### src/rtl/riscv_lsu.sv
// Load/store unit between the core execute stage and a word-wide data memory.
// One access in flight at a time. Variable-latency memory uses a req/ack handshake.
module riscv_lsu #(
  parameter int data_width_p = 32,
  parameter int addr_p       = 10,
  parameter int byte_addr_p  = addr_p + $clog2(data_width_p/8)
) (
  input  logic                      clk,
  input  logic                      rst,
  input  logic                      req_valid_i,
  output logic                      req_ready_o,
  input  logic                      req_we_i,
  input  logic [1:0]                req_size_i,
  input  logic                      req_unsigned_i,
  input  logic [byte_addr_p-1:0]    req_addr_i,
  input  logic [data_width_p-1:0]   req_wdata_i,
  output logic                      resp_valid_o,
  output logic [data_width_p-1:0]   resp_rdata_o,
  output logic                      resp_err_o,
  output logic                      mem_req_o,
  output logic                      mem_we_o,
  output logic [addr_p-1:0]         mem_addr_o,
  output logic [data_width_p/8-1:0] mem_be_o,
  output logic [data_width_p-1:0]   mem_wdata_o,
  input  logic                      mem_ack_i,
  input  logic [data_width_p-1:0]   mem_rdata_i
);

  localparam int BYTES = data_width_p / 8;
  localparam int OFF_W = $clog2(BYTES);

  typedef enum logic [1:0] {IDLE, ISSUE, RESP} state_t;

  state_t           state;
  logic [1:0]       lat_size;
  logic             lat_unsigned;
  logic [OFF_W-1:0] lat_off;
  logic [OFF_W-1:0] req_off;

  assign req_off = req_addr_i[OFF_W-1:0];

  // Wider than the data path, or not naturally aligned to its own size.
  function automatic logic access_illegal(input logic [1:0] size, input logic [OFF_W-1:0] off);
    int nb;
    nb = 1 << size;
    return (nb > BYTES) || ((int'(off) & (nb - 1)) != 0);
  endfunction

  function automatic logic [BYTES-1:0] lane_be(input logic [1:0] size, input logic [OFF_W-1:0] off);
    logic [BYTES-1:0] m;
    m = ~({BYTES{1'b1}} << (1 << size));
    return m << off;
  endfunction

  function automatic logic [data_width_p-1:0] lane_wdata(input logic [data_width_p-1:0] wdata,
                                                         input logic [1:0] size,
                                                         input logic [OFF_W-1:0] off);
    logic [data_width_p-1:0] m;
    m = ~({data_width_p{1'b1}} << (8 << size));
    return (wdata & m) << {off, 3'b000};
  endfunction

  // Right-justify the addressed field, then zero- or sign-extend it to full width.
  function automatic logic [data_width_p-1:0] load_extend(input logic [data_width_p-1:0] word,
                                                          input logic [1:0] size,
                                                          input logic [OFF_W-1:0] off,
                                                          input logic uns);
    logic [data_width_p-1:0] shifted;
    logic [data_width_p-1:0] mask;
    logic [data_width_p-1:0] top;
    logic                    ext;
    int                      nbits;
    shifted = word >> {off, 3'b000};
    nbits   = 8 << size;
    mask    = ~({data_width_p{1'b1}} << nbits);
    top     = shifted >> (nbits - 1);
    ext     = ~uns & top[0];
    return (shifted & mask) | ({data_width_p{ext}} & ~mask);
  endfunction

  always_ff @(posedge clk or posedge rst) begin
    if (rst) begin
      state        <= IDLE;
      req_ready_o  <= 1'b1;
      mem_req_o    <= 1'b0;
      mem_we_o     <= 1'b0;
      mem_addr_o   <= '0;
      mem_be_o     <= '0;
      mem_wdata_o  <= '0;
      resp_valid_o <= 1'b0;
      resp_err_o   <= 1'b0;
      resp_rdata_o <= '0;
      lat_size     <= '0;
      lat_unsigned <= 1'b0;
      lat_off      <= '0;
    end else begin
      case (state)
        IDLE: begin
          if (req_valid_i) begin
            req_ready_o  <= 1'b0;
            lat_size     <= req_size_i;
            lat_unsigned <= req_unsigned_i;
            lat_off      <= req_off;
            if (access_illegal(req_size_i, req_off)) begin
              state        <= RESP;
              resp_valid_o <= 1'b1;
              resp_err_o   <= 1'b1;
              resp_rdata_o <= '0;
            end else begin
              state       <= ISSUE;
              mem_req_o   <= 1'b1;
              mem_we_o    <= req_we_i;
              mem_addr_o  <= req_addr_i[byte_addr_p-1:OFF_W];
              mem_be_o    <= lane_be(req_size_i, req_off);
              mem_wdata_o <= lane_wdata(req_wdata_i, req_size_i, req_off);
            end
          end
        end
        ISSUE: begin
          if (mem_ack_i) begin
            state        <= RESP;
            mem_req_o    <= 1'b0;
            resp_valid_o <= 1'b1;
            resp_err_o   <= 1'b0;
            resp_rdata_o <= mem_we_o ? '0
                          : load_extend(mem_rdata_i, lat_size, lat_off, lat_unsigned);
          end
        end
        RESP: begin
          state        <= IDLE;
          resp_valid_o <= 1'b0;
          req_ready_o  <= 1'b1;
        end
        default: begin
          state <= IDLE;
        end
      endcase
    end
  end

endmodule

### config.mk
export PLATFORM = sky130hd
export DESIGN_NAME = riscv_lsu
export DESIGN_NICKNAME = d
export VERILOG_FILES = /design/src/rtl/riscv_lsu.sv
export SDC_FILE = /design/constraint.sdc
export NUM_CORES = 1
export LEC_CHECK = 0
export CORE_UTILIZATION = 28
export CTS_BUF_LIST = sky130_fd_sc_hd__clkbuf_16
export CTS_CLUSTER_DIAMETER = 100
export DETAILED_ROUTE_END_ITERATION = 10
export PLACE_DENSITY = 0.55
export SLEW_MARGIN = 20
export SYNTH_ARGS = -nofsm -noshare
export SYNTH_HDL_FRONTEND = slang
export SYNTH_SLANG_ARGS = --single-unit
### constraint.sdc
create_clock -name clk -period 3.56 [get_ports clk]
set_input_delay 0.356 -clock clk [delete_from_list [all_inputs] [get_ports clk]]
set_output_delay 0.356 -clock clk [all_outputs]
set_load 0.01 [all_outputs]
==> results of run 1 <==
[flip-flops by register name (all words and copies together), names as in the netlist]
signal,cells
req_ready_o,1
mem_addr_o,10
mem_req_o,1
mem_wdata_o,32
resp_err_o,1
lat_off,2
state,2
mem_we_o,1
mem_be_o,4
resp_rdata_o,32
lat_size,2
lat_unsigned,1
resp_valid_o,1
[final timing paths]
path / startpoint / end
setup / recovery: lat_size[1] / resp_rdata_o[26]
hold / removal: rst / mem_addr_o[8]
setup reg to reg: lat_size[1] / resp_rdata_o[26]
hold reg to reg: resp_err_o / resp_err_o
max in group asynchronous: rst / req_ready_o
min in group clk: resp_err_o / resp_err_o
[kinds of logic (layout without fill, tap and decap cells)]
| kind of cell | Yosys count | count (layout) | synth area share, % |
|---|---|---|---|
| buffers and inverters | 47 | 200 | 4.25 |
| flip-flops | 90 | 90 | 48.2 |
| multiplexers | 41 | 41 | 9.23 |
| adder cells (fa/ha/maj) | 6 | 6 | 1.55 |
| AO/OA/AOI/OAI | 132 | 132 | 21.5 |
| AND/OR/NAND/NOR | 154 | 154 | 15.3 |
[report_power, final]
group | switching, uW | total, uW | internal (uW)
clock network | 428 | 971 | 544
logic | 1140 | 2270 | 1130
registers | 236 | 1610 | 1380
[layer usage]
layer	up-vias	share of wire, %	wire length (um)	GRT usage (%)
li1	2010	-	-	-
met1	2095	44	6710	23.0
met2	180	46	6980	28.1
met3	19	8.0	1220	4.98
met4	0	1.8	276	7.32
met5	-	0	0	0
[cell usage after synthesis, types with 4 or more instances]
master and number:
o21ai_0 23, a22o_1 17, inv_1 10, mux2i_1 24, nand3_1 27, nand2_1 82, a32o_1 8, or3_1 8
nand2b_1 4, a211o_1 7, o221ai_1 9, ha_1 5, a21oi_1 14, a32oi_1 8, o22a_1 8, o21a_1 9
buf_2 12, mux2_2 17, dfrtp_1 89, nor2b_1 9, o31ai_1 9, clkbuf_1 21, nor2_1 11
[area by class of cell]
class	count	area share, %
Clock inverter	7	1.03
Inverter	10	0.569
Multi-Input combinational cell	333	32.7
Timing Repair Buffer	174	25.4
Sequential cell	90	33.1
Tap cell	216	3.97
Clock buffer	9	3.30
[metrics by stage]
step | utilization [%] | power [uW] | hold WS (ns) | area [um^2] | cells
4_1_cts | 42.3 | 4900 | 0.488 | 6820 | 839
2_1_floorplan | - | 2840 | 0.481 | 4680 | 470
3_3_place_gp | 40.5 | 3870 | 0.467 | 6520 | 823
5_1_grt | 42.3 | 5160 | 0.511 | 6820 | 839
6_report | 42.3 | 4860 | 0.476 | 6820 | 839
3_5_place_dp | 40.5 | 3900 | 0.469 | 6520 | 823
==> flow_metrics.py, run 1 <==
metrics = {
    "global_routing": {
        "grtUsageTotal_pct": 17.9,
        "grt_pass1_wl_um": 24200,
        "grt_max_degree": 69,
        "globalRoute.totalOverflow": 0,
        "antenna_found_initial": 0,
        "grt_pass1_vias": 4453,
    },
    "worst_setup_path": {
        "required_ns": 3.73,
        "cp.depth": 7,
        "r2r_slack_ns": 0.94,
        "arrival_ns": 2.79,
        "crit_path_start_kind": "register",
        "slowest_stage": "o21ai_1",
        "critical_path.cell_chain": "nor2_4, inv_1, ha_1, nand3_1, nor4_1, o21ai_1, nand3_1",
        "crit_fanout": 15,
        "crit_family": "compound AO/OA/AOI/OAI gates",
        "path_buf_inv": 1,
        "end_kind": "register",
        "rr_worst_depth": 7,
        "crit_top_cell": "nand3_1",
        "crit_type": "reg -> reg",
        "critical_path.max_stage_delay_ns": 0.78,
    },
    "cts": {
        "cts_setup_buffers": 0,
        "htreeDepth": 3,
        "cts_resized": 0,
        "clkSlewWorstSetupHoldPaths_ns": 0.07,
        "clockBufferDepth": 2,
        "clk_latency_ns": 0.34,
        "clockRootBuffer": "clkbuf_16",
        "cts_buffers": 9,
        "cts_tree": "yes",
        "ctsHoldBuffers": 0,
        "clkSinkCount": 90,
    },
    "routing": {
        "wl_per_cell_um": 18.1,
        "drc": 0,
        "vias": 4304,
        "drt_iter0_drc": 196,
        "firstDrtPassIters": 5,
        "wirelength_um": 15200,
        "routed_via_density": 5.13,
        "ant_nets": 0,
    },
    "synth": {
        "synth-warning-count": 0,
        "syn-cell-area_mm2": 0.00468,
        "yosys.area.top_type": "dfrtp_1",
        "synth_cells": 470,
        "synth_seq_area_share_pct": 48.2,
        "synth-edff-count": 0,
        "syn_avg_cell_area_um2": 9.95,
        "syn-num-nets": 559,
        "synth_seq_cells": 90,
        "synth_top_cell_area_share_pct": 47.6,
        "synthArstFlopShare_pct": 100,
        "synth_cell_types": 54,
        "ys.flop_type": "dfrtp_1",
        "netlist_top_cells_area": "dfrtp_1 (48%), nand2_1 (6.6%), mux2i_1 (5.1%)",
    },
    "sta": {
        "tightestPinTransition_ns": 1.00,
        "worst_slack_ns": 0.935,
        "slew_headroom_pct": 32.7,
        "fin_crit_sh_pct": 73.7,
        "fmaxAchievable_mhz": 381,
        "rsz0062_at_grt": "false",
        "hold_viol_final": 0,
        "finalSetupTns_ns": 0,
        "slew_viol_final": 0,
        "skew_ns": 0.00647,
        "period_minus_slack_ns": 2.62,
        "setup_viol": 0,
    },
    "floorplan": {
        "fp.dieArea_mm2": 0.0172,
        "die_w_um": 131,
        "floorplan.die.height_um": 131,
        "rows": 46,
        "pin_count": 167,
        "coreArea_mm2": 0.0161,
        "initial_core_util_pct": 29.0,
    },
    "outcome": {
        "status": "finished clean",
    },
    "power": {
        "p_leak_uw": 0.00289,
        "p_per_area_mw_per_mm2": 712,
        "ir_drop_mv": 0.288,
    },
    "final_layout": {
        "drive_above_1_share_pct": 8.19,
        "layout_common_cells": "clkdlybuf4s50_1 (165), dfrtp_1 (89), nand2_1 (82), nand3_1 (26), mux2i_1 (24)",
        "synthToLayoutAreaGrowth_pct": 45.8,
        "fin_nets": 707,
        "fillers": 1558,
        "final_common_cell": "clkdlybuf4s50_1",
        "multi_input_area_mm2": 0.00223,
        "regArea_mm2": 0.00225,
        "n_antenna_cell": 0,
    },
    "flow_run": {
        "cap_violations": 0,
    },
    "min_path": {
        "hp-class": "in -> async",
    },
    "placed_design": {
        "port_buffers": 166,
        "dp.final_hpwl_um": 11100,
        "gp_congestion": 0.868,
        "dpl_worst_slack_ns": 0.640,
    },
}
Note: power is estimated with default switching activity, not from simulation.
==> run 2, diff against run 1 <==
Settings changed: PLACE_DENSITY 0.55 to 0.57.
Clock period 3.56 ns to 2.15 ns, I/O delays scaled along.
==> run 2 against run 1 <==
  * Final cell count grew 3.5%
  * Hold slack lost 0.25 ns
  * The run now ends with negative setup slack left
  * Wire length rose by 0.40%
  * Sequential share of layout area decreased by 1.5 points
  * Register-to-register slack got worse by 0.94 ns
==> flow_metrics.py, run 2 (same netlist as run 1, synthesis figures left out) <==
metrics = {
    "floorplan": {
        "coreArea_mm2": 0.0161,
        "floorplan.die.height_um": 131,
        "pin_count": 167,
        "fp.dieArea_mm2": 0.0172,
        "die_w_um": 131,
        "initial_core_util_pct": 29.0,
        "rows": 46,
    },
    "power": {
        "p_per_area_mw_per_mm2": 1200,
        "ir_drop_mv": 0.615,
        "p_leak_uw": 0.00306,
    },
    "routing": {
        "vias": 4470,
        "firstDrtPassIters": 5,
        "drt_iter0_drc": 270,
        "wl_per_cell_um": 17.6,
        "ant_nets": 0,
        "drc": 0,
        "wirelength_um": 15300,
        "routed_via_density": 5.15,
    },
    "sta": {
        "skew_ns": 0.00859,
        "hold_ws_ns": 0.224,
        "slew_viol_final": 0,
        "slew_headroom_pct": 59.3,
        "setup_viol": 1,
        "tightestPinTransition_ns": 0.610,
        "worst_slack_ns": -0.00421,
        "fin_crit_sh_pct": 100,
        "hold_viol_final": 0,
        "rsz0062_at_grt": "true",
        "period_minus_slack_ns": 2.15,
        "fmaxAchievable_mhz": 464,
    },
    "worst_setup_path": {
        "required_ns": 2.43,
        "crit_type": "reg -> reg",
        "end_kind": "register",
        "crit_path_start_kind": "register",
        "crit_fanout": 8,
        "arrival_ns": 2.43,
    },
    "cts": {
        "cts_buffers": 9,
        "htreeDepth": 3,
        "clockBufferDepth": 2,
        "clkSinkCount": 90,
        "cts_tree": "yes",
        "clkSlewWorstSetupHoldPaths_ns": 0.07,
        "clk_latency_ns": 0.34,
        "clockRootBuffer": "clkbuf_16",
        "ctsHoldBuffers": 0,
    },
    "min_path": {
        "hp-class": "in -> reg",
    },
    "global_routing": {
        "grt_pass1_vias": 4399,
        "grtUsageTotal_pct": 17.5,
        "grt_max_degree": 91,
        "grt_pass1_wl_um": 23800,
        "globalRoute.totalOverflow": 0,
        "antenna_found_initial": 0,
    },
    "final_layout": {
        "final_common_cell": "clkdlybuf4s50_1",
        "drive_above_1_share_pct": 13.2,
        "final_cells": 868,
        "fin_util_pct": 44.3,
        "final_area_mm2": 0.00713,
        "synthToLayoutAreaGrowth_pct": 52.6,
        "fin_nets": 736,
        "n_antenna_cell": 0,
        "top_regs": "mem_wdata_o: 32 flops, resp_rdata_o: 32 flops, mem_addr_o: 10 flops",
        "layout_common_cells": "clkdlybuf4s50_1 (165), dfrtp_1 (89), nand2_1 (81), buf_4 (33), nand3_1 (26)",
    },
    "placed_design": {
        "post_dp_cell_area_mm2": 0.00675,
        "port_buffers": 166,
        "gp_congestion": 0.894,
        "dp_cells": 849,
        "dp.final_hpwl_um": 11200,
    },
    "outcome": {
        "status": "finished with violations",
        "violations": "negative setup slack",
    },
    "flow_run": {
        "cap_violations": 0,
    },
}
[run 2: layout make-up]
type | instances | area (um^2)
timing repair buffer | 203 | 1980
clock buffer | 9 | 225
tap | 216 | 270
sequential | 90 | 2250
inverter | 10 | 41.3
multi-input combinational | 333 | 2270
fill | 1566 | 8980
clock inverter | 7 | 101
[run 2: stage by stage]
stage | setup TNS (ns) | power [uW] | setup WS, ns
2_1_floorplan | 0 | 4710 | 0.0283
3_3_place_gp | -0.249 | 6680 | -0.0295
3_5_place_dp | -0.850 | 6740 | -0.0579
4_1_cts | -0.0244 | 8580 | -0.0174
5_1_grt | -0.825 | 9130 | -0.114
6_report | -0.00421 | 8580 | -0.00421
[run 2: path summary, 6_finish.rpt]
| path | from | endpoint | slack [ns] | cells after the start |
|---|---|---|---|---|
| setup / recovery | lat_size[0] | resp_rdata_o[12] | -0.004 | 8 |
| hold / removal | req_addr_i[0] | mem_be_o[2] | 0.22 | 2 |
| setup reg to reg | lat_size[0] | resp_rdata_o[12] | -0.004 | 8 |
| hold reg to reg | mem_be_o[0] | mem_be_o[0] | 0.48 | 1 |
| max in group asynchronous | rst | req_ready_o | 1.39 | 3 |
| min in group asynchronous | rst | mem_addr_o[1] | 0.37 | 3 |
[run 2: worst max-delay path, stage by stage, from the launching register on]
cell,delay [ns]
dfrtp_1,0.42
nand2_2,0.10
inv_2,0.03
ha_1,0.26
nor3b_4,0.19
and3_4,0.21
or4b_4,0.47
a21boi_4,0.25
a22o_1,0.17
[run 2: layer usage]
metal  wire length (um)  global-route usage (%)  vias to the layer above
li1                   -                       -                     2070
met1               6660                    22.7                     2173
met2               7070                    28.0                      205
met3               1260                    5.29                       22
met4                259                    5.10                        0
met5                  0                       0                        -
[run 2: timing repair]
action,4_1_cts,5_1_grt
gates resized for setup,2,5
buffers inserted,2,1
pin swaps,6,3
endpoints found under the setup margin,8,23
[run 2: power by group]
group	switching [uW]	internal, uW
Sequential	396	2280
Combinational	1980	2190
Clock	704	1030
Total	3080	5500
==> run 3, diff against run 2 <==
==> constraint.sdc (replaced) <==
create_clock -name clk -period 2.15 [get_ports clk]
set_input_delay 0.43 -clock clk [delete_from_list [all_inputs] [get_ports clk]]
set_output_delay 0.43 -clock clk [all_outputs]
set_load 0.01 [all_outputs]
==> run 3 against run 2 <==
  * The flow still finishes with violations (negative setup slack)
  * Worst setup slack got worse by 0.0061 ns
  * Maximum frequency fell by 0.28%
  * Clock power barely moved
  * Via count is 0.34% lower
  * Die area unchanged
  * Sequential cell count unchanged
  * Clock skew shrank 0.0017 ns
  * Sequential power hardly changed
  * Global-route usage increased by 0.34 points
  * Critical endpoint is now resp_rdata_o[14]
  * Highest routed layer unchanged
==> flow_metrics.py, run 3 (same netlist as run 1, synthesis figures left out) <==
metrics = {
    "routing": {
        "drc": 0,
        "drt_iter0_drc": 268,
        "wl_per_cell_um": 17.3,
        "wirelength_um": 15100,
        "ant_nets": 0,
        "vias": 4455,
        "firstDrtPassIters": 5,
        "routed_via_density": 5.10,
    },
    "power": {
        "p_int_uw": 5440,
        "p_sw_uw": 3070,
        "p_leak_uw": 0.00308,
        "p_seq_share_pct": 31.4,
        "pwr-share-comb_pct": 48.5,
        "ir_drop_mv": 0.594,
        "p_per_area_mw_per_mm2": 1190,
        "p_clk_share_pct": 20.1,
        "swShare_pct": 36.1,
    },
    "final_layout": {
        "final_common_cell": "clkdlybuf4s50_1",
        "n_antenna_cell": 0,
        "drive_above_1_share_pct": 14.2,
        "multi_input_area_mm2": 0.00227,
        "fin_nets": 741,
        "regArea_mm2": 0.00225,
        "fin_util_pct": 44.5,
        "synthToLayoutAreaGrowth_pct": 53.4,
        "top_regs": "mem_wdata_o: 32 flops, resp_rdata_o: 32 flops, mem_addr_o: 10 flops",
        "fillers": 1554,
        "final_area_mm2": 0.00717,
        "layout_common_cells": "clkdlybuf4s50_1 (165), dfrtp_1 (89), nand2_1 (81), buf_4 (38), nand3_1 (25)",
    },
    "global_routing": {
        "grt_pass1_wl_um": 24200,
        "antenna_found_initial": 0,
        "globalRoute.totalOverflow": 0,
        "grt_pass1_vias": 4504,
        "grtUsageTotal_pct": 17.8,
        "grt_max_degree": 91,
    },
    "min_path": {
        "hp-class": "in -> reg",
    },
    "sta": {
        "hold_ws_ns": 0.452,
        "skew_ns": 0.00690,
        "fmaxAchievable_mhz": 463,
        "period_minus_slack_ns": 2.16,
        "rsz0062_at_grt": "true",
        "slew_headroom_pct": 58.2,
        "fin_crit_sh_pct": 100,
        "hold_viol_final": 0,
        "finalSetupTns_ns": -0.0164,
        "tightestPinTransition_ns": 0.627,
        "worst_slack_ns": -0.0103,
        "slew_viol_final": 0,
        "setup_viol": 3,
    },
    "cts": {
        "ctsHoldBuffers": 0,
        "clkSlewWorstSetupHoldPaths_ns": 0.07,
        "cts_buffers": 9,
        "clkSinkCount": 90,
        "clockBufferDepth": 2,
        "clockRootBuffer": "clkbuf_16",
        "htreeDepth": 3,
        "clk_latency_ns": 0.35,
        "cts_tree": "yes",
    },
    "worst_setup_path": {
        "crit_fanout": 8,
        "arrival_ns": 2.44,
        "crit_type": "reg -> reg",
        "end_kind": "register",
        "crit_path_start_kind": "register",
        "required_ns": 2.43,
    },
    "floorplan": {
        "pin_count": 167,
        "fp.dieArea_mm2": 0.0172,
        "coreArea_mm2": 0.0161,
        "initial_core_util_pct": 29.0,
        "rows": 46,
        "floorplan.die.height_um": 131,
        "die_w_um": 131,
    },
    "outcome": {
        "status": "finished with violations",
        "violations": "negative setup slack",
    },
    "placed_design": {
        "dpl_worst_slack_ns": -0.278,
        "post_dp_cell_area_mm2": 0.00679,
        "port_buffers": 166,
        "gp_congestion": 0.883,
        "dp.final_hpwl_um": 11200,
    },
    "flow_run": {
        "cap_violations": 0,
    },
}
[run 3: layer usage]
layer | global-route usage, % | vias to the layer above | wire, um
met5 | 0 | - | 0
met3 | 4.67 | 30 | 1220
met2 | 27.4 | 197 | 6920
met4 | 8.30 | 0 | 395
li1 | - | 2083 | -
met1 | 23.3 | 2145 | 6600
[run 3: through the flow]
step	power [uW]	cells
finish	8510	873
global route	9050	873
CTS	8520	873
detailed placement	6700	855
global placement	6640	855
floorplan	4710	470
[run 3: timing repair]
action                     CTS  global route
pin swaps                    4             5
gates resized for setup      3             6
setup endpoints to repair    8            24
gates cloned                 0             0
buffers inserted             2             0
[run 3: critical path, cell delays in order (launching register included)]
cell and delay (ns):
dfrtp_1 0.40, buf_4 0.16, nor2_4 0.10, inv_1 0.06, ha_1 0.34, o31ai_1 0.10, or4b_4 0.50, a21boi_4 0.26
a22o_1 0.18
[run 3: area by class of cell]
cell class	instances	share of cell area [%]
tap	216	3.77
inverter	10	0.576
clock inverter	7	1.31
clock buffer	9	3.14
timing repair buffer	208	28.1
sequential	90	31.4
multi-input combinational	333	31.7
[run 3: power by group through the flow]
stage	Combinational [uW]	Clock [uW]	Sequential (uW)
floorplan	1850	0	2860
global placement	3960	0	2680
detailed placement	4020	0	2680
CTS	4090	1760	2670
global route	4480	1820	2740
finish	4130	1710	2670
[run 3: path summary, 6_finish.rpt]
kind                               start  slack, ns               end  depth (start not counted)
setup / recovery             lat_size[0]      -0.01  resp_rdata_o[14]                          8
hold / removal             req_addr_i[0]       0.45       mem_be_o[2]                          2
setup reg to reg             lat_size[0]      -0.01  resp_rdata_o[14]                          8
hold reg to reg              mem_be_o[0]       0.48       mem_be_o[0]                          1
max in group asynchronous            rst       1.18       req_ready_o                          3
min in group asynchronous            rst       0.54  resp_rdata_o[23]                          3
